### config.mk
export PLATFORM = sky130hd
export DESIGN_NAME = clk_ce_gen
export DESIGN_NICKNAME = d
export VERILOG_FILES = /design/src/rtl/cpu_clk_pkg.sv /design/src/rtl/clk_ce_gen_reset_stretch.sv /design/src/rtl/clk_ce_gen.sv
export SDC_FILE = /design/constraint.sdc
export NUM_CORES = 1
export LEC_CHECK = 0
export ABC_AREA = 1
export ABC_CLOCK_PERIOD_IN_PS = 1400
export CAP_MARGIN = 20
export CORE_ASPECT_RATIO = 0.75
export CORE_UTILIZATION = 35
export CTS_BUF_LIST = sky130_fd_sc_hd__clkbuf_2 sky130_fd_sc_hd__clkbuf_4 sky130_fd_sc_hd__clkbuf_8
export DETAILED_ROUTE_END_ITERATION = 8
export HOLD_SLACK_MARGIN = 0.1
export PLACE_DENSITY = 0.55
export SLEW_MARGIN = 20
export SYNTH_ARGS = -nofsm -noshare
export SYNTH_HDL_FRONTEND = slang
export SYNTH_SLANG_ARGS = --single-unit
### constraint.sdc
create_clock -name clk_sys -period 1.4 [get_ports clk_sys]
set_input_delay 0.28 -clock clk_sys [delete_from_list [all_inputs] [get_ports clk_sys]]
set_output_delay 0.28 -clock clk_sys [all_outputs]
set_load 0.1 [all_outputs]
### src/rtl/cpu_clk_pkg.sv
// Shared types and helpers for the 580-family clock-enable generator.
package cpu_clk_pkg;

  typedef enum logic [1:0] {
    SPD_1X  = 2'd0,
    SPD_2X  = 2'd1,
    SPD_3X  = 2'd2,
    SPD_RSV = 2'd3
  } speed_t;

  // CPU sub-period length for a given speed; the reserved code runs at 1x.
  function automatic int unsigned sub_period(input speed_t spd, input int unsigned base_div);
    int unsigned n;
    unique case (spd)
      SPD_2X:  n = 2;
      SPD_3X:  n = 3;
      default: n = 1;
    endcase
    return base_div / n;
  endfunction

endpackage

### src/rtl/clk_ce_gen_reset_stretch.sv
// Stretches a level reset request into a CPU reset held RST_LEN cycles past release.
module reset_stretch #(
  parameter int unsigned RST_LEN = 15
) (
  input  logic clk_sys,
  input  logic reset,
  input  logic reset_req,
  output logic cpu_reset
);

  localparam int unsigned CNTW = $clog2(RST_LEN + 1);
  localparam logic [CNTW-1:0] CNT_END = CNTW'(RST_LEN);

  logic [CNTW-1:0] cnt_q, cnt_d;
  logic            cpu_reset_q, cpu_reset_d;

  // Counter clears while requested, then saturates at RST_LEN; reset drops on reaching it.
  always_comb begin
    cnt_d       = cnt_q;
    cpu_reset_d = 1'b1;
    if (reset_req) begin
      cnt_d = '0;
    end else if (cnt_q != CNT_END) begin
      cnt_d = cnt_q + CNTW'(1);
    end
    cpu_reset_d = reset_req || (cnt_q != CNT_END);
  end

  // State and registered reset output.
  always_ff @(posedge clk_sys or posedge reset) begin
    if (reset) begin
      cnt_q       <= '0;
      cpu_reset_q <= 1'b1;
    end else begin
      cnt_q       <= cnt_d;
      cpu_reset_q <= cpu_reset_d;
    end
  end

  assign cpu_reset = cpu_reset_q;

endmodule

### src/rtl/clk_ce_gen.sv
// Clock-enable and reset generator: CPU two-phase, PIT and pixel enables from clk_sys.
module clk_ce_gen
  import cpu_clk_pkg::*;
#(
  parameter int unsigned CPU_DIV  = 54,
  parameter int unsigned PHI2_OFS = 13,
  parameter int unsigned PIT_OFS  = 8,
  parameter int unsigned PIX_DIV  = 12,
  parameter int unsigned RST_LEN  = 15
) (
  input  logic       clk_sys,
  input  logic       reset,
  input  logic [1:0] speed,
  input  logic       pause,
  input  logic       reset_req,
  output logic       ce_f1,
  output logic       ce_f2,
  output logic       ce_pit,
  output logic       ce_pix,
  output logic       cpu_reset,
  output logic       period_end
);

  localparam int unsigned CW = $clog2(CPU_DIV);
  localparam int unsigned PW = $clog2(PIX_DIV);

  localparam logic [CW-1:0] DIV_LAST  = CW'(CPU_DIV - 1);
  localparam logic [CW-1:0] PHI2_POS  = CW'(PHI2_OFS);
  localparam logic [CW-1:0] PIT_POS   = CW'(PIT_OFS);
  localparam logic [CW-1:0] SUB1_LAST = CW'(sub_period(SPD_1X, CPU_DIV) - 1);
  localparam logic [CW-1:0] SUB2_LAST = CW'(sub_period(SPD_2X, CPU_DIV) - 1);
  localparam logic [CW-1:0] SUB3_LAST = CW'(sub_period(SPD_3X, CPU_DIV) - 1);
  localparam logic [PW-1:0] PIX_LAST  = PW'(PIX_DIV - 1);

  logic [CW-1:0] cpu_div_q, cpu_div_d;
  logic [CW-1:0] sub_q, sub_d;
  logic [PW-1:0] pix_q, pix_d;
  speed_t        mult_q, mult_d;
  logic          pause_q, pause_d;
  logic          ce_f1_q, ce_f1_d;
  logic          ce_f2_q, ce_f2_d;
  logic          ce_pit_q, ce_pit_d;
  logic          ce_pix_q, ce_pix_d;
  logic          period_end_q, period_end_d;
  logic [CW-1:0] sub_last;
  logic          period_last;

  // Dividers, period-boundary sampling of speed/pause, and enable decode of current state.
  // The sub-counter realigns at every base wrap, so a speed change never shortens spacing.
  always_comb begin
    unique case (mult_q)
      SPD_2X:  sub_last = SUB2_LAST;
      SPD_3X:  sub_last = SUB3_LAST;
      default: sub_last = SUB1_LAST;
    endcase

    period_last = (cpu_div_q == DIV_LAST);
    cpu_div_d   = period_last ? '0 : cpu_div_q + CW'(1);
    sub_d       = (period_last || sub_q == sub_last) ? '0 : sub_q + CW'(1);
    pix_d       = (pix_q == PIX_LAST) ? '0 : pix_q + PW'(1);

    mult_d  = mult_q;
    pause_d = pause_q;
    if (period_last) begin
      mult_d  = (speed_t'(speed) == SPD_RSV) ? SPD_1X : speed_t'(speed);
      pause_d = pause;
    end

    ce_f1_d      = !pause_q && (sub_q == '0);
    ce_f2_d      = !pause_q && (sub_q == PHI2_POS);
    ce_pit_d     = !pause_q && (cpu_div_q == PIT_POS);
    ce_pix_d     = (pix_q == '0);
    period_end_d = period_last;
  end

  // Counter, latched-mode and output registers.
  always_ff @(posedge clk_sys or posedge reset) begin
    if (reset) begin
      cpu_div_q    <= '0;
      sub_q        <= '0;
      pix_q        <= '0;
      mult_q       <= SPD_1X;
      pause_q      <= 1'b0;
      ce_f1_q      <= 1'b0;
      ce_f2_q      <= 1'b0;
      ce_pit_q     <= 1'b0;
      ce_pix_q     <= 1'b0;
      period_end_q <= 1'b0;
    end else begin
      cpu_div_q    <= cpu_div_d;
      sub_q        <= sub_d;
      pix_q        <= pix_d;
      mult_q       <= mult_d;
      pause_q      <= pause_d;
      ce_f1_q      <= ce_f1_d;
      ce_f2_q      <= ce_f2_d;
      ce_pit_q     <= ce_pit_d;
      ce_pix_q     <= ce_pix_d;
      period_end_q <= period_end_d;
    end
  end

  reset_stretch #(
    .RST_LEN(RST_LEN)
  ) u_reset_stretch (
    .clk_sys   (clk_sys),
    .reset     (reset),
    .reset_req (reset_req),
    .cpu_reset (cpu_reset)
  );

  assign ce_f1      = ce_f1_q;
  assign ce_f2      = ce_f2_q;
  assign ce_pit     = ce_pit_q;
  assign ce_pix     = ce_pix_q;
  assign period_end = period_end_q;

endmodule
==> results of run 1 <==
## sequential cells by signal (all words and copies together) (netlist names), 2 cells and up
name,count
cpu_div_q,6
sub_q,6
u_reset_stretch.cnt_q,4
mult_q,2
pix_q,4
## what timing repair did
action | in CTS | in global routing
gates resized for setup | 0 | 1
hold buffers | 0 | 0
setup endpoints to repair | 0 | 6
## worst min path at each step
stage,from,end,slack (ps)
floorplan,reset,ce_f1,360
global placement,pix_q[3],ce_pix,460
detailed placement,pix_q[3],ce_pix,470
CTS,reset,pix_q[2],270
global route,reset,pix_q[2],290
finish,reset,pix_q[2],250
## cell usage in the layout, fill, tap and decap left out, drive strengths merged, types with 2 or more instances in the layout
cell type,instances
a21oi,3
buf,7
clkbuf,7
clkdlybuf4s50,5
clkinv,2
dfrtp,28
ha,10
inv,26
nand2,24
nand3,15
nor2,20
nor3,2
o21ai,8
xnor2,2
xor2,3
## cell families (layout without fill, tap and decap cells)
family,Yosys count,count (layout),synth area share (%)
flops,29,29,52.0
fa+ha+maj,10,10,8.95
xor+xnor,5,5,3.13
compound gates,14,14,5.73
buf+inv,29,47,8.50
simple gates,64,64,21.7
## cell type report
type                    count  area [µm²]
clock buffers               7        96.3
clock inverters             1        5.00
fillers                   363        1980
inverters                  27         106
multi-input cells          93         564
flip-flops and latches     29         727
well taps                  52        65.1
repair buffers             12         190
## report_power, final
group | switching [µW] | total, µW | internal (µW)
Sequential | 5.52 | 851 | 845
Combinational | 30.4 | 57.1 | 26.8
Clock | 305 | 748 | 443
Total | 341 | 1660 | 1320
## layer usage
layer	wire, µm	track usage (%)
met2	1120	20.1
met4	47	7.28
met3	101	5.39
met1	1110	17.0
met5	0	0
## stage by stage
step	power [µW]	setup WS (ps)	cells	cell area, µm²
after floorplan	893	229	151	1400
after global placement	922	146	213	1640
after detailed placement	925	107	213	1640
after CTS	1680	94.7	221	1740
after global routing	1740	15.8	221	1750
final	1660	115	221	1750
==> results.sh, run 1 <==
export IMPL_outcome="finished, final reports clean"
export IMPL_antennaDiodeCount=0
export IMPL_rsz0062_at_grt="no"
export IMPL_cts_buffers=5
export IMPL_cellPowerDensity_nw_per_um2=944
export IMPL_clk_path_buf_depth=2
export IMPL_critPathArrivalTime_ps=1010
export IMPL_crit_chain="buf_12"
export IMPL_ys_top_cells_by_count="28 x dfrtp_1, 26 x inv_1, 21 x nand2_1"
export IMPL_cts_root_buf="clkbuf_8"
export IMPL_synth_most_common_cell="dfrtp_1"
export IMPL_grtUsageTotal_pct=13.6
export IMPL_clock_latency_ps=280
export IMPL_grt_max_degree=24
export IMPL_grt_ovfl_total=0
export IMPL_synth_area_leader_cell="dfrtp_1"
export IMPL_port_buffers=11
export IMPL_slew_headroom_pct=79.4
export IMPL_postCtsSetupBuffers=0
export IMPL_row_count=19
export IMPL_initial_core_util_pct=37.4
export IMPL_critPathMaxFanout=1
export IMPL_synthCells=151
export IMPL_drv_slew=0
export IMPL_drv_cap=0
export IMPL_first_pass_iters=4
export IMPL_synthArstFlopShare_pct=100
export IMPL_reg2reg_slack_ps=130
export IMPL_first_iter_violations=97
export IMPL_yosys_most_used_dff="dfrtp_1"
export IMPL_startpoint="u_reset_stretch.cpu_reset"
export IMPL_synth_seq_cells=29
export IMPL_syn_avg_cell_area_um2=9.26
export IMPL_drt_antenna_violating_nets=0
export IMPL_min_period_ps=1290
export IMPL_hold_violations=0
export IMPL_hold_class="in -> async"
export IMPL_die_y_um=56.7
export IMPL_synth_warnings=0
export IMPL_totalWireLength_mm=2.38
export IMPL_cts_tree="yes"
export IMPL_cp_num_cells=1
export IMPL_dieWidth_um=75.0
export IMPL_critical_path_class="reg -> out"
export IMPL_fin_crit_sh_pct=91.8
export IMPL_wl_per_cell_um=10.8
export IMPL_routabilityCongestion=0.791
export IMPL_crit_path_end="cpu_reset"
export IMPL_core_area_um2=3730
export IMPL_tightest_slew_ps=309
export IMPL_crit_buf_inv=1
export IMPL_worstRegToRegCells=8
export IMPL_synth_top_area_share_pct=50.1
export IMPL_endpoint_kind="output port"
export IMPL_clk_pin_slew_ps=60
export IMPL_dieArea_um2=4250
export IMPL_finalSetupViolCount=0
export IMPL_cp_slowest_cell="dfstp_2"
export IMPL_reg2reg_to="sub_q[2]"
export IMPL_vias_per_cell=4.45
export IMPL_whs_ps=251
export IMPL_via_count=983
export IMPL_final_util_pct=47.0
export IMPL_drc=0
export IMPL_htreeDepth=2
export IMPL_clock_sinks=29
export IMPL_vdd_drop_max_mv=0.469
export IMPL_yosysUniqueCellTypes=27
export IMPL_synth_edf_count=0
export IMPL_netlist_area_um2=1400
export IMPL_drive_above_1_share_pct=15.4
export IMPL_dp_hpwl_mm=1.74
export IMPL_grt_pass1_wl_mm=4.17
export IMPL_path_delay_family="flip-flops"
export IMPL_fin_skew_ps=4.72
export IMPL_regToRegStartpoint="mult_q[1]"
export IMPL_power_leakage_uw=0.000864
export IMPL_cpPeakStageDelay_ps=550
export IMPL_tns_ps=0
export IMPL_area_growth_pct=25.5
export IMPL_antenna_found_initial=0
export IMPL_synth_seq_area_share_pct=52.0
export IMPL_synth_top_cells_by_area="dfrtp_1 50%, ha_1 9.0%, inv_1 7.0%"
export IMPL_layout_nets=184
export IMPL_ios=12
export IMPL_cp_required_ps=1120
export IMPL_grt_pass1_vias=956
export IMPL_max_clock_freq_ghz=0.778
export IMPL_worst_setup_path_start_kind="register"
export IMPL_synth_fp_nets=167
Power figures use the tool's default switching activity.
==> inputs of run 2 (changes only) <==
- GPL_TIMING_DRIVEN: not set -> 0
==> run 2 against run 1 <==
Clock skew grew 0.62 ps. Sequential share of layout area is 2.5 points higher. Sequential power barely moved. Largest power group unchanged. Count of clock-buffer cells in the layout grew 1. Core utilization down 2.6 points.
==> results.sh, run 2 (same netlist as run 1, synthesis figures left out) <==
export IMPL_cellPowerDensity_nw_per_um2=985
export IMPL_cpPeakStageDelay_ps=520
export IMPL_fillCellCount=367
export IMPL_min_period_ps=1340
export IMPL_antennaDiodeCount=0
export IMPL_hold_violations=0
export IMPL_antenna_found_initial=0
export IMPL_grt_use_met3_pct=4.31
export IMPL_wl_per_cell_um=10.5
export IMPL_critPathArrivalTime_ps=1060
export IMPL_clk_path_buf_depth=2
export IMPL_reg_top3="cpu_div_q: 6 flops, sub_q: 6 flops"
export IMPL_clock_latency_ps=270
export IMPL_hold_class="in -> async"
export IMPL_reg2reg_slack_ps=150
export IMPL_multi_input_area_um2=564
export IMPL_fin_skew_ps=5.34
export IMPL_power_leakage_uw=0.000835
export IMPL_worst_setup_path_start_kind="register"
export IMPL_cts_tree="yes"
export IMPL_grt_busiest_layer="met2"
export IMPL_grt_max_degree=30
export IMPL_layout_nets=185
export IMPL_worstRegToRegCells=8
export IMPL_fin_crit_sh_pct=95.9
export IMPL_hold_buffers=0
export IMPL_placedCellCount=214
export IMPL_tightest_slew_ps=606
export IMPL_critPathMaxFanout=1
export IMPL_clock_sinks=29
export IMPL_layout_common_cells="28 x dfrtp_1, 25 x inv_1, 21 x nand2_1, 19 x nor2_1, 13 x nand3_1"
export IMPL_reg2reg_to="sub_q[2]"
export IMPL_dieWidth_um=75.0
export IMPL_first_iter_violations=45
export IMPL_ios=12
export IMPL_cp_slowest_cell="dfstp_2"
export IMPL_endpoint_kind="output port"
export IMPL_grt_ovfl_total=0
export IMPL_row_count=19
export IMPL_max_clock_freq_ghz=0.745
export IMPL_drt_antenna_violating_nets=0
export IMPL_drv_slew=0
export IMPL_core_area_um2=3730
export IMPL_die_y_um=56.7
export IMPL_drc=0
export IMPL_cp_required_ps=1120
export IMPL_routabilityCongestion=0.773
export IMPL_drv_cap=0
export IMPL_critical_path_class="reg -> out"
export IMPL_first_pass_iters=4
export IMPL_dp_hpwl_mm=1.69
export IMPL_slew_headroom_pct=59.5
export IMPL_port_buffers=11
export IMPL_regToRegStartpoint="mult_q[1]"
export IMPL_area_growth_pct=18.4
export IMPL_grt_pass1_wl_mm=4.22
export IMPL_cts_root_buf="clkbuf_8"
export IMPL_crit_buf_inv=1
export IMPL_drive_above_1_share_pct=16.5
export IMPL_totalWireLength_mm=2.33
export IMPL_grt_use_met2_pct=21.8
export IMPL_startpoint="u_reset_stretch.cpu_reset"
export IMPL_via_count=987
export IMPL_grt_pass1_vias=989
export IMPL_path_delay_family="flip-flops"
export IMPL_mostFrequentLayoutCell="dfrtp_1"
export IMPL_vias_per_cell=4.45
export IMPL_htreeDepth=2
export IMPL_initial_core_util_pct=37.4
export IMPL_outcome="finished, final reports clean"
export IMPL_tns_ps=0
export IMPL_instances_no_fill=222
export IMPL_dieArea_um2=4250
export IMPL_postCtsSetupBuffers=0
export IMPL_cts_buffers=5
export IMPL_met1_usage_pct=16.3
export IMPL_rsz0062_at_grt="no"
export IMPL_crit_chain="buf_4"
export IMPL_vdd_drop_max_mv=0.429
export IMPL_clk_pin_slew_ps=60
export IMPL_register_area_um2=727
export IMPL_grtUsageTotal_pct=13.7
export IMPL_finalSetupViolCount=0
run 2: cell count changes in the layout (fill, tap and decap cells not counted), sizes merged:
cell,before,now
clkbuf,7,9
clkinv,2,1
run 2: final cells by class:
cell class | count | share of cell area [%]
Sequential cell | 29 | 43.9
Multi-Input combinational cell | 93 | 34.1
Inverter | 27 | 6.42
Clock buffer | 8 | 5.90
Timing Repair Buffer | 11 | 4.99
Tap cell | 52 | 3.93
Buffer | 2 | 0.756
run 2: routing by layer:
metal  vias to the layer above  routed length [µm]
met4                         0                  27
met2                        10                1120
met3                         2                  65
met1                       472                1120
li1                        503                   -
met5                         -                   0
run 2: per-stage QoR:
stage / area [µm²] / total power (µW) / hold slack [ps] / worst slack, ps / util (%)
after global placement: 1570 / 914 / 462 / -500 / 42.1
after detailed placement: 1570 / 919 / 466 / -502 / 42.1
after CTS: 1640 / 1660 / 477 / 40.1 / 44.0
final: 1660 / 1630 / 402 / 57.1 / 44.4
after floorplan: 1400 / 893 / 357 / 229 / -
after global routing: 1660 / 1710 / 447 / 2.07 / 44.4
run 2: power breakdown:
group          switching [µW]  leakage [µW]  internal, µW  total (µW)
clock network             290     0.0000523           439         729
logic                    29.9      0.000437          21.5        51.4
registers                5.30      0.000346           845         851
total                     326      0.000835          1310        1630
run 2: repair_timing:
| action | CTS | global route |
|---|---|---|
| endpoints found under the hold margin | 0 | 0 |
| endpoints found under the setup margin | 6 | 2 |
| pin swaps | 0 | 2 |
| resized for setup | 31 | 1 |
| cloned | 0 | 0 |
run 2: worst reg2reg max path, stage by stage (launching register included):
cell,delay [ps]
dfrtp_1,380
inv_1,90
ha_4,200
nor2_1,90
nand2_1,50
nand2_1,50
nand3_1,80
nand2_2,140
nor2_1,60
run 2: worst max-delay path by stage:
stage           endpoint  slack, ps  cells after the start
6_report       cpu_reset         60                      1
5_1_grt         sub_q[0]          2                      8
4_1_cts        cpu_reset         40                      1
3_5_place_dp   cpu_reset       -500                      1
3_3_place_gp   cpu_reset       -500                      1
2_1_floorplan   sub_q[0]        230                      7
==> inputs of run 3 (changes only) <==
- ABC_CLOCK_PERIOD_IN_PS: 1400 -> 1500
- clock period: 1.4 -> 1.5 ns (I/O delays scaled with it)
==> run 3 against run 2 <==
Global-route usage unchanged. Sequential share of layout area down 0.49 points. Highest routed layer unchanged. Core utilization is 0.50 points higher. Final area is 1.1% higher. Power fell by 6.7%. Final cell count unchanged. Clock power is 6.7% lower. Non-clock buffer count unchanged. Setup slack worse by 6.3 ps. Combinational power fell by 6.8%. Largest power group unchanged. Die area unchanged. Register-to-register slack improved by 100 ps.
==> results.sh, run 3 (same netlist as run 1, synthesis figures left out) <==
export IMPL_outcome="finished, final reports clean"
export IMPL_critical_path_class="reg -> out"
export IMPL_crit_buf_inv=1
export IMPL_hold_violations=0
export IMPL_critPathMaxFanout=1
export IMPL_grt_max_degree=30
export IMPL_cp_slowest_cell="clkdlybuf4s15_2"
export IMPL_wl_per_cell_um=10.4
export IMPL_drv_cap=0
export IMPL_grtUsageTotal_pct=13.7
export IMPL_seqPwrFrac_pct=52.2
export IMPL_layout_common_cells="28 x dfrtp_1, 25 x inv_1, 21 x nand2_1, 19 x nor2_1, 13 x nand3_1"
export IMPL_endpoint_kind="output port"
export IMPL_initial_core_util_pct=37.4
export IMPL_crit_chain="clkdlybuf4s15_2"
export IMPL_cts_buffers=5
export IMPL_cpPeakStageDelay_ps=550
export IMPL_grt_pass1_wl_mm=4.22
export IMPL_cellPowerDensity_nw_per_um2=909
export IMPL_path_delay_family="buffers and inverters"
export IMPL_antenna_found_initial=0
export IMPL_grt_pass1_vias=993
export IMPL_slew_headroom_pct=59.7
export IMPL_reg2reg_slack_ps=250
export IMPL_row_count=19
export IMPL_vias_per_cell=4.45
export IMPL_clk_pin_slew_ps=60
export IMPL_ios=12
export IMPL_vdd_drop_max_mv=0.401
export IMPL_die_y_um=56.7
export IMPL_drc=0
export IMPL_dieWidth_um=75.0
export IMPL_fin_crit_sh_pct=96.6
export IMPL_drv_slew=0
export IMPL_port_buffers=11
export IMPL_power_uw=1520
export IMPL_worstRegToRegCells=7
export IMPL_dieArea_um2=4250
export IMPL_multi_input_area_um2=552
export IMPL_tightest_slew_ps=604
export IMPL_reg2reg_to="sub_q[2]"
export IMPL_clock_sinks=29
export IMPL_finalSetupViolCount=0
export IMPL_register_area_um2=727
export IMPL_drive_above_1_share_pct=15.9
export IMPL_hold_class="in -> async"
export IMPL_area_growth_pct=19.8
export IMPL_drt_antenna_violating_nets=0
export IMPL_max_clock_freq_ghz=0.690
export IMPL_reg_top3="cpu_div_q: 6 flops, sub_q: 6 flops"
export IMPL_via_count=988
export IMPL_fillCellCount=365
export IMPL_worst_setup_path_start_kind="register"
export IMPL_grt_ovfl_total=0
export IMPL_min_period_ps=1450
export IMPL_layout_setup_ws_ps=50.8
export IMPL_critPathArrivalTime_ps=1150
export IMPL_cp_required_ps=1200
export IMPL_p_int_uw=1220
export IMPL_power_leakage_uw=0.000832
export IMPL_cts_root_buf="clkbuf_8"
export IMPL_layout_nets=185
export IMPL_clkPwrFrac_pct=44.7
export IMPL_cts_tree="yes"
export IMPL_switching_share_pct=19.9
export IMPL_mostFrequentLayoutCell="dfrtp_1"
export IMPL_totalWireLength_mm=2.30
export IMPL_antennaDiodeCount=0
export IMPL_p_sw_uw=303
export IMPL_dp_slack_ps=-422
export IMPL_clock_latency_ps=270
export IMPL_first_iter_violations=27
export IMPL_clk_path_buf_depth=2
export IMPL_first_pass_iters=4
export IMPL_htreeDepth=2
export IMPL_routabilityCongestion=0.773
export IMPL_fin_skew_ps=5.05
export IMPL_regToRegStartpoint="mult_q[0]"
export IMPL_rsz0062_at_grt="no"
export IMPL_combPwrFrac_pct=3.1
export IMPL_core_area_um2=3730
export IMPL_dp_hpwl_mm=1.69
run 3: cell count changes in the layout (fill, tap and decap cells not counted):
cell             before  now
ha_4                  1    0
clkdlybuf4s15_2       0    5
buf_2                 5    0
ha_1                  9   10
run 3: worst max-delay path by stage:
stage	cells after the start	slack (ps)	from	to
final	1	50	ce_f1	ce_f1
after global routing	1	7	ce_f1	ce_f1
after CTS	1	30	ce_f1	ce_f1
after detailed placement	1	-420	u_reset_stretch.cpu_reset	cpu_reset
after global placement	1	-420	u_reset_stretch.cpu_reset	cpu_reset
after floorplan	0	320	ce_f1	ce_f1
run 3: per-stage QoR:
step                      utilization (%)  hold WS [ps]  cell area, µm²  std cells  setup TNS, ps
final                                44.9           421            1670        222              0
after global routing                 44.9           467            1670        222              0
after CTS                            44.9           477            1670        222              0
after detailed placement             42.1           466            1570        214          -5960
after global placement               42.1           462            1570        214          -4340
after floorplan                         -           377            1400        151              0
run 3: final cells by class:
cell class / count / area share (%)
Buffer: 2 / 0.747
Clock buffer: 8 / 5.83
Tap cell: 52 / 3.89
Multi-Input combinational cell: 93 / 33.0
Inverter: 27 / 6.35
Timing Repair Buffer: 11 / 6.80
Sequential cell: 29 / 43.4
run 3: power groups by stage:
stage	registers, µW	clock network (µW)	logic, µW
finish	794	680	47.9
global route	795	748	55.3
floorplan	807	0	26.4
detailed placement	808	0	49.4
CTS	794	706	49.7
global placement	808	0	45.6
run 3: per-layer routing:
metal  global-route usage, %  vias up  wire [µm]
li1                        -      507          -
met1                    16.3      469       1110
met2                    21.8       10       1100
met3                    4.31        2         63
met4                    7.28        0         27
met5                       0        -          0
run 3: repair_timing:
| action | 4_1_cts | 5_1_grt |
|---|---|---|
| endpoints found under the hold margin | 0 | 0 |
| setup endpoints to repair | 6 | 0 |
| hold buffers | 0 | 0 |
| gates resized for setup | 21 | 0 |
| buffers inserted | 0 | 0 |
